==> src/rtl/control_sequencer.sv <==
// ============================================================================
// control_sequencer
// Hard-wired Mini SRC control unit: fetch/execute sequencing and datapath strobes.
// Optional feature macro: CU_MEM_WAIT_EN (memory states stall until mem_done).
// Revision: 1.0 - initial release
// ============================================================================
`default_nettype none

module control_sequencer (
  input  logic        clk,
  input  logic        reset,
  input  logic [31:0] IR,
  input  logic        mem_done,
  output logic        Gra,
  output logic        Grb,
  output logic        Grc,
  output logic        Rin,
  output logic        Rout,
  output logic        BAout,
  output logic        Cout,
  output logic        PCout,
  output logic        PCin,
  output logic        IncPC,
  output logic        MARin,
  output logic        MDRin,
  output logic        MDRout,
  output logic        Read,
  output logic        Write,
  output logic        Yin,
  output logic        Zin,
  output logic        Zlowout,
  output logic        IRin,
  output logic [4:0]  alu_op,
  output logic        run,
  output logic        illegal
);

  localparam logic [3:0] S_IDLE = 4'd0;
  localparam logic [3:0] S_F0   = 4'd1;
  localparam logic [3:0] S_F1   = 4'd2;
  localparam logic [3:0] S_F2   = 4'd3;
  localparam logic [3:0] S_T3   = 4'd4;
  localparam logic [3:0] S_T4   = 4'd5;
  localparam logic [3:0] S_T5   = 4'd6;
  localparam logic [3:0] S_T6   = 4'd7;
  localparam logic [3:0] S_T7   = 4'd8;
  localparam logic [3:0] S_HALT = 4'd9;

  localparam logic [4:0] OP_LD   = 5'b00000;
  localparam logic [4:0] OP_LDI  = 5'b00001;
  localparam logic [4:0] OP_ST   = 5'b00010;
  localparam logic [4:0] OP_ADD  = 5'b00011;
  localparam logic [4:0] OP_SUB  = 5'b00100;
  localparam logic [4:0] OP_AND  = 5'b00101;
  localparam logic [4:0] OP_OR   = 5'b00110;
  localparam logic [4:0] OP_ADDI = 5'b01100;
  localparam logic [4:0] OP_ANDI = 5'b01101;
  localparam logic [4:0] OP_ORI  = 5'b01110;
  localparam logic [4:0] OP_NOP  = 5'b11010;
  localparam logic [4:0] OP_HALT = 5'b11011;

  logic [3:0] state_q;
  logic [3:0] state_d;
  logic [4:0] w_opcode;
  logic       w_alu_reg;
  logic       w_alu_imm;
  logic       w_ld;
  logic       w_ldi;
  logic       w_st;
  logic       w_nop;
  logic       w_halt;
  logic       w_mem_ok;
  logic [4:0] w_imm_op;
  logic       w_unused;

  // IR is the datapath's own register, so T3..T7 decode straight from it.
  assign w_opcode  = IR[31:27];
  assign w_alu_reg = (w_opcode == OP_ADD) || (w_opcode == OP_SUB) ||
                     (w_opcode == OP_AND) || (w_opcode == OP_OR);
  assign w_alu_imm = (w_opcode == OP_ADDI) || (w_opcode == OP_ANDI) ||
                     (w_opcode == OP_ORI);
  assign w_ld      = (w_opcode == OP_LD);
  assign w_ldi     = (w_opcode == OP_LDI);
  assign w_st      = (w_opcode == OP_ST);
  assign w_nop     = (w_opcode == OP_NOP);
  assign w_halt    = (w_opcode == OP_HALT);

`ifdef CU_MEM_WAIT_EN
  assign w_mem_ok = mem_done;
  assign w_unused = ^IR[26:0];
`else
  assign w_mem_ok = 1'b1;
  assign w_unused = ^{IR[26:0], mem_done};
`endif

  always_comb begin
    w_imm_op = OP_ADD;
    case (w_opcode)
      OP_ANDI: w_imm_op = OP_AND;
      OP_ORI:  w_imm_op = OP_OR;
      default: w_imm_op = OP_ADD;
    endcase
  end

  always_comb begin
    state_d = state_q;
    case (state_q)
      S_IDLE: state_d = S_F0;
      S_F0:   state_d = S_F1;
      S_F1:   if (w_mem_ok) state_d = S_F2;
      S_F2:   state_d = S_T3;
      S_T3: begin
        if (w_halt)
          state_d = S_HALT;
        else if (w_alu_reg || w_alu_imm || w_ld || w_ldi || w_st)
          state_d = S_T4;
        else
          state_d = S_F0;
      end
      S_T4:   state_d = S_T5;
      S_T5:   state_d = (w_ld || w_st) ? S_T6 : S_F0;
      S_T6: begin
        // Only the ld read in T6 touches memory; st T6 is a bus transfer.
        if (w_st || w_mem_ok) state_d = S_T7;
      end
      S_T7: begin
        if (w_ld || w_mem_ok) state_d = S_F0;
      end
      S_HALT: state_d = S_HALT;
      default: state_d = S_IDLE;
    endcase
  end

  always_ff @(posedge clk) begin
    if (reset) state_q <= S_IDLE;
    else       state_q <= state_d;
  end

  always_comb begin
    Gra     = 1'b0;
    Grb     = 1'b0;
    Grc     = 1'b0;
    Rin     = 1'b0;
    Rout    = 1'b0;
    BAout   = 1'b0;
    Cout    = 1'b0;
    PCout   = 1'b0;
    PCin    = 1'b0;
    IncPC   = 1'b0;
    MARin   = 1'b0;
    MDRin   = 1'b0;
    MDRout  = 1'b0;
    Read    = 1'b0;
    Write   = 1'b0;
    Yin     = 1'b0;
    Zin     = 1'b0;
    Zlowout = 1'b0;
    IRin    = 1'b0;
    alu_op  = 5'b00000;
    illegal = 1'b0;
    run     = (state_q != S_IDLE) && (state_q != S_HALT);

    case (state_q)
      S_F0: begin
        PCout = 1'b1;
        MARin = 1'b1;
        IncPC = 1'b1;
        Zin   = 1'b1;
      end
      S_F1: begin
        Zlowout = 1'b1;
        PCin    = 1'b1;
        Read    = 1'b1;
        MDRin   = 1'b1;
      end
      S_F2: begin
        MDRout = 1'b1;
        IRin   = 1'b1;
      end
      S_T3: begin
        if (w_alu_reg || w_alu_imm) begin
          Grb  = 1'b1;
          Rout = 1'b1;
          Yin  = 1'b1;
        end else if (w_ld || w_ldi || w_st) begin
          Grb   = 1'b1;
          Rout  = 1'b1;
          BAout = 1'b1;
          Yin   = 1'b1;
        end else if (!w_nop && !w_halt) begin
          illegal = 1'b1;
        end
      end
      S_T4: begin
        Zin = 1'b1;
        if (w_alu_reg) begin
          Grc    = 1'b1;
          Rout   = 1'b1;
          alu_op = w_opcode;
        end else if (w_alu_imm) begin
          Cout   = 1'b1;
          alu_op = w_imm_op;
        end else begin
          Cout   = 1'b1;
          alu_op = OP_ADD;
        end
      end
      S_T5: begin
        Zlowout = 1'b1;
        if (w_ld || w_st) begin
          MARin = 1'b1;
        end else begin
          Gra = 1'b1;
          Rin = 1'b1;
        end
      end
      S_T6: begin
        MDRin = 1'b1;
        if (w_st) begin
          Gra  = 1'b1;
          Rout = 1'b1;
        end else begin
          Read = 1'b1;
        end
      end
      S_T7: begin
        if (w_st) begin
          Write = 1'b1;
        end else begin
          MDRout = 1'b1;
          Gra    = 1'b1;
          Rin    = 1'b1;
        end
      end
      default: ;
    endcase
  end

endmodule

`default_nettype wire
==> config.mk <==
export PLATFORM = sky130hd
export DESIGN_NAME = control_sequencer
export DESIGN_NICKNAME = d
export VERILOG_FILES = /design/src/rtl/control_sequencer.sv
export SDC_FILE = /design/constraint.sdc
export NUM_CORES = 1
export LEC_CHECK = 0
export BUFFER_PORTS_ARGS = -buffer_cell sky130_fd_sc_hd__buf_2
export CAP_MARGIN = 10
export CORE_MARGIN = 2
export CORE_UTILIZATION = 35
export DETAILED_ROUTE_END_ITERATION = 7
export GPL_TIMING_DRIVEN = 0
export PLACE_DENSITY_LB_ADDON = 0.3
export SLEW_MARGIN = 30
export SYNTH_ARGS = -nofsm -noshare
export SYNTH_HDL_FRONTEND = slang
export SYNTH_SLANG_ARGS = --single-unit
==> constraint.sdc <==
create_clock -name clk -period 4.7 [get_ports clk]
set_input_delay 0.235 -clock clk [delete_from_list [all_inputs] [get_ports clk]]
set_output_delay 0.235 -clock clk [all_outputs]
set_load 0.02 [all_outputs]
==> run_results.csv <==
group,metric,value,unit
outcome,status,"finished clean",
setup_path,cp_num_cells,6,
synthesis,synth-seq-area-share,13.1,%
synthesis,synth_edf_count,0,
place,place_congestion,0.829,
place,dp_hpwl,1290,um
drt,drtAntennaViolNets,0,
synthesis,synth_ff_type,"dfxtp_1",
cts,cts_hold_buf,0,
timing,holdWs,0.155,ns
global_route,antenna_found_initial,0,
final_layout,fill_cells,186,
setup_path,worstReg2RegStart,"state_q[2]",
synthesis,synth.top_cell.area_share,13.1,%
floorplanning,die_w,45.8,um
cts,cts_resized,0,
setup_path,r2r-end,"state_q[2]",
cts,numCtsBuffers,3,
final_layout,num_antenna_cells,0,
floorplanning,fp.coreArea,0.00169,mm^2
cts,cts_max_path_buffers,2,
floorplanning,dieArea,0.00210,mm^2
cts,path_clk_slew,0.04,ns
power_and_ir_drop,swShare,38.0,%
drt,drc,0,
global_route,grt_pass1_wl,2660,um
setup_path,reg2regPathDepth,4,
cts,clock_sinks,4,
timing,drv_slew,0,
synthesis,yosys.area.top_type,"dfxtp_1",
final_layout,final_nets,163,
floorplanning,die_y,45.8,um
power_and_ir_drop,pwr_density_cell,171,mW/mm^2
cts,post-cts-setup-buffers,0,
synthesis,ys_ff_latch,4,
setup_path,cp_cell_sequence,"buf_2 -> or4b_4 -> or4_4 -> inv_1 -> buf_4 -> buf_2",
floorplanning,initial_core_util,36.2,%
cts,htreeDepth,1,
synthesis,yosys_warnings,0,
setup_path,slowest_delay,0.49,ns
floorplanning,rows,15,
setup_path,cp-startpoint,"state_q[2]",
flow_run,maxCapViolCount,0,
power_and_ir_drop,p_int,0.0000856,W
setup_path,worstSetupEndpointType,"output port",
synthesis,synth.avg_cell_area,6.65,um^2
global_route,grt_use_total,16.7,%
setup_path,critPathSlowestCell,"or4b_4",
setup_path,rrSetupSlack,3.11,ns
floorplanning,boundaryPins,61,
setup_path,crit_path_frequent_cell,"buf_2",
final_layout,largest_reg_flops,4,
timing,setup_tns,0,ns
worst_hold_path,hold_path_class,"in2reg",
timing,setup_viol,0,
drt,drtIter0Drc,10,
power_and_ir_drop,pwr-share-clk,32.0,%
final_layout,multi_input_area,470,um^2
final_layout,drive_above_1_share,32.5,%
drt,routed_wl,1670,um
drt,drt-vias-per-instance,5.52,
final_layout,final_common_cell,"buf_2",
place,io_buffers,30,
timing,relSlewSlack,44.2,%
timing,timing.fmax,455,MHz
drt,first_pass_iters,4,
timing,finClkSkew,0.00609,ns
cts,clockRootBuffer,"clkbuf_4",
setup_path,crit_end,"Yin",
global_route,gr-total-overflow,0,
cts,worstSkewPairLatency,0.24,ns
power_and_ir_drop,ir_worst_vdd,114,uV
synthesis,synth.area.top_cells,"dfxtp_1 13%, nor2_1 5.5%, nor2b_1 5.1%",
setup_path,critPathKind,"reg2out",
drt,post_drt_wl_per_cell,11.7,um
synthesis,async_flop_share,0,%
power_and_ir_drop,p_leak,0.437,nW
setup_path,worstPathArrival,1.96,ns
global_route,grt_max_degree,11,
setup_path,critPathTopFamily,"simple AND/OR/NAND/NOR gates",
final_layout,syn_to_final_growth,32.3,%
synthesis,syn-cell-area,612,um^2
setup_path,worst-path-buf-inv,4,
cts,cts_tree,"built",
setup_path,crit_required,4.47,ns
timing,worstMarginPinSlew,0.830,ns
final_layout,seq_area,80.1,um^2
power_and_ir_drop,power_frac_comb,40.4,%
final_layout,final_cell_mix,"31 x buf_2, 9 x nor2_1, 6 x a21oi_1",
setup_path,startpoint_type,"flop",
power_and_ir_drop,seqPwrFrac,27.6,%
synthesis,synth_cell_types,35,
timing,grt_setup_unrepaired,"no",
global_route,grt_pass1_vias,643,
final_layout,top_regs,"state_q (4)",
final_layout,utilization,47.9,%
timing,fin_crit,2.20,ns
final_layout,largest_register,"state_q",
power_and_ir_drop,switchingPower,0.0000525,W
timing,hold_violations,0,
drt,vias,789,
timing,fin_crit_sh,46.7,%
setup_path,crit_fanout,8,
synthesis,synth_cells,92,
stage by stage:
| step | power [W] | cell area, um^2 | setup slack (ns) | cells |
|---|---|---|---|---|
| after floorplan | 0.0000764 | 616 | 2.79 | 93 |
| after global placement | 0.0000935 | 787 | 2.76 | 140 |
| after detailed placement | 0.0000941 | 787 | 2.75 | 140 |
| after CTS | 0.000137 | 810 | 2.50 | 143 |
| after global routing | 0.000146 | 810 | 2.41 | 143 |
| final | 0.000138 | 810 | 2.50 | 143 |
worst min path at each step:
stage,endpoint,cells after the start,start,slack [ns]
finish,state_q[1],2,reset,0.16
global route,state_q[1],2,reset,0.16
CTS,state_q[1],2,reset,0.16
detailed placement,state_q[1],2,reset,0.41
global placement,state_q[1],2,reset,0.41
floorplan,state_q[1],1,reset,0.31
kinds of logic (layout without fill, tap and decap cells):
group / Yosys count / count (layout) / share of synthesized area (%)
simple gates: 51 / 51 / 51.7
compound gates: 22 / 22 / 22.5
buf+inv: 13 / 46 / 10.6
flops: 4 / 4 / 13.1
other cells: 1 / 2 / 0.613
xor+xnor: 1 / 1 / 1.43
per-layer routing:
layer / vias up / GRT usage (%) / routed length [um]
li1: 401 / - / -
met1: 344 / 23.0 / 790
met2: 42 / 27.6 / 722
met3: 2 / 2.38 / 141
met4: 0 / 3.43 / 13
met5: - / 0 / 0
power by group through the flow:
stage | Sequential, W | Clock [W] | Combinational [W]
after floorplan | 0.0000379 | 0 | 0.0000386
after global placement | 0.0000388 | 0 | 0.0000547
after detailed placement | 0.0000387 | 0 | 0.0000554
after CTS | 0.0000380 | 0.0000437 | 0.0000557
after global routing | 0.0000385 | 0.0000459 | 0.0000614
final | 0.0000381 | 0.0000442 | 0.0000558
synthesized netlist by cell type, types with 2 or more instances:
master    number
nand3b_1       2
nor3b_1        2
dfxtp_1        4
nand2_1        4
or4_1          2
and3b_1        2
nor2_1         9
buf_4          4
a211oi_1       2
nand4_1        2
nor4_1         2
nor4b_1        2
and3_1         3
o211ai_1       2
and2b_1        2
nand2b_1       3
clkbuf_1       5
a21o_1         2
nor3_1         5
o21ai_0        5
nor2b_1        5
a21oi_1        6
a21boi_0       3
inv_1          3
worst register-to-register path: stages (launching register included):
cell and delay, ns:
dfxtp_1 0.30, buf_2 0.16, or4b_4 0.49, or4_4 0.45, a21oi_1 0.13
final cells by class:
type	instances	share of cell area, %
Inverter	3	1.39
Clock buffer	3	2.78
Buffer	10	6.65
Multi-Input combinational cell	76	58.1
Tap cell	17	2.63
Timing Repair Buffer	30	18.5
Sequential cell	4	9.89
No activity file was read; power rests on OpenSTA's default activity.
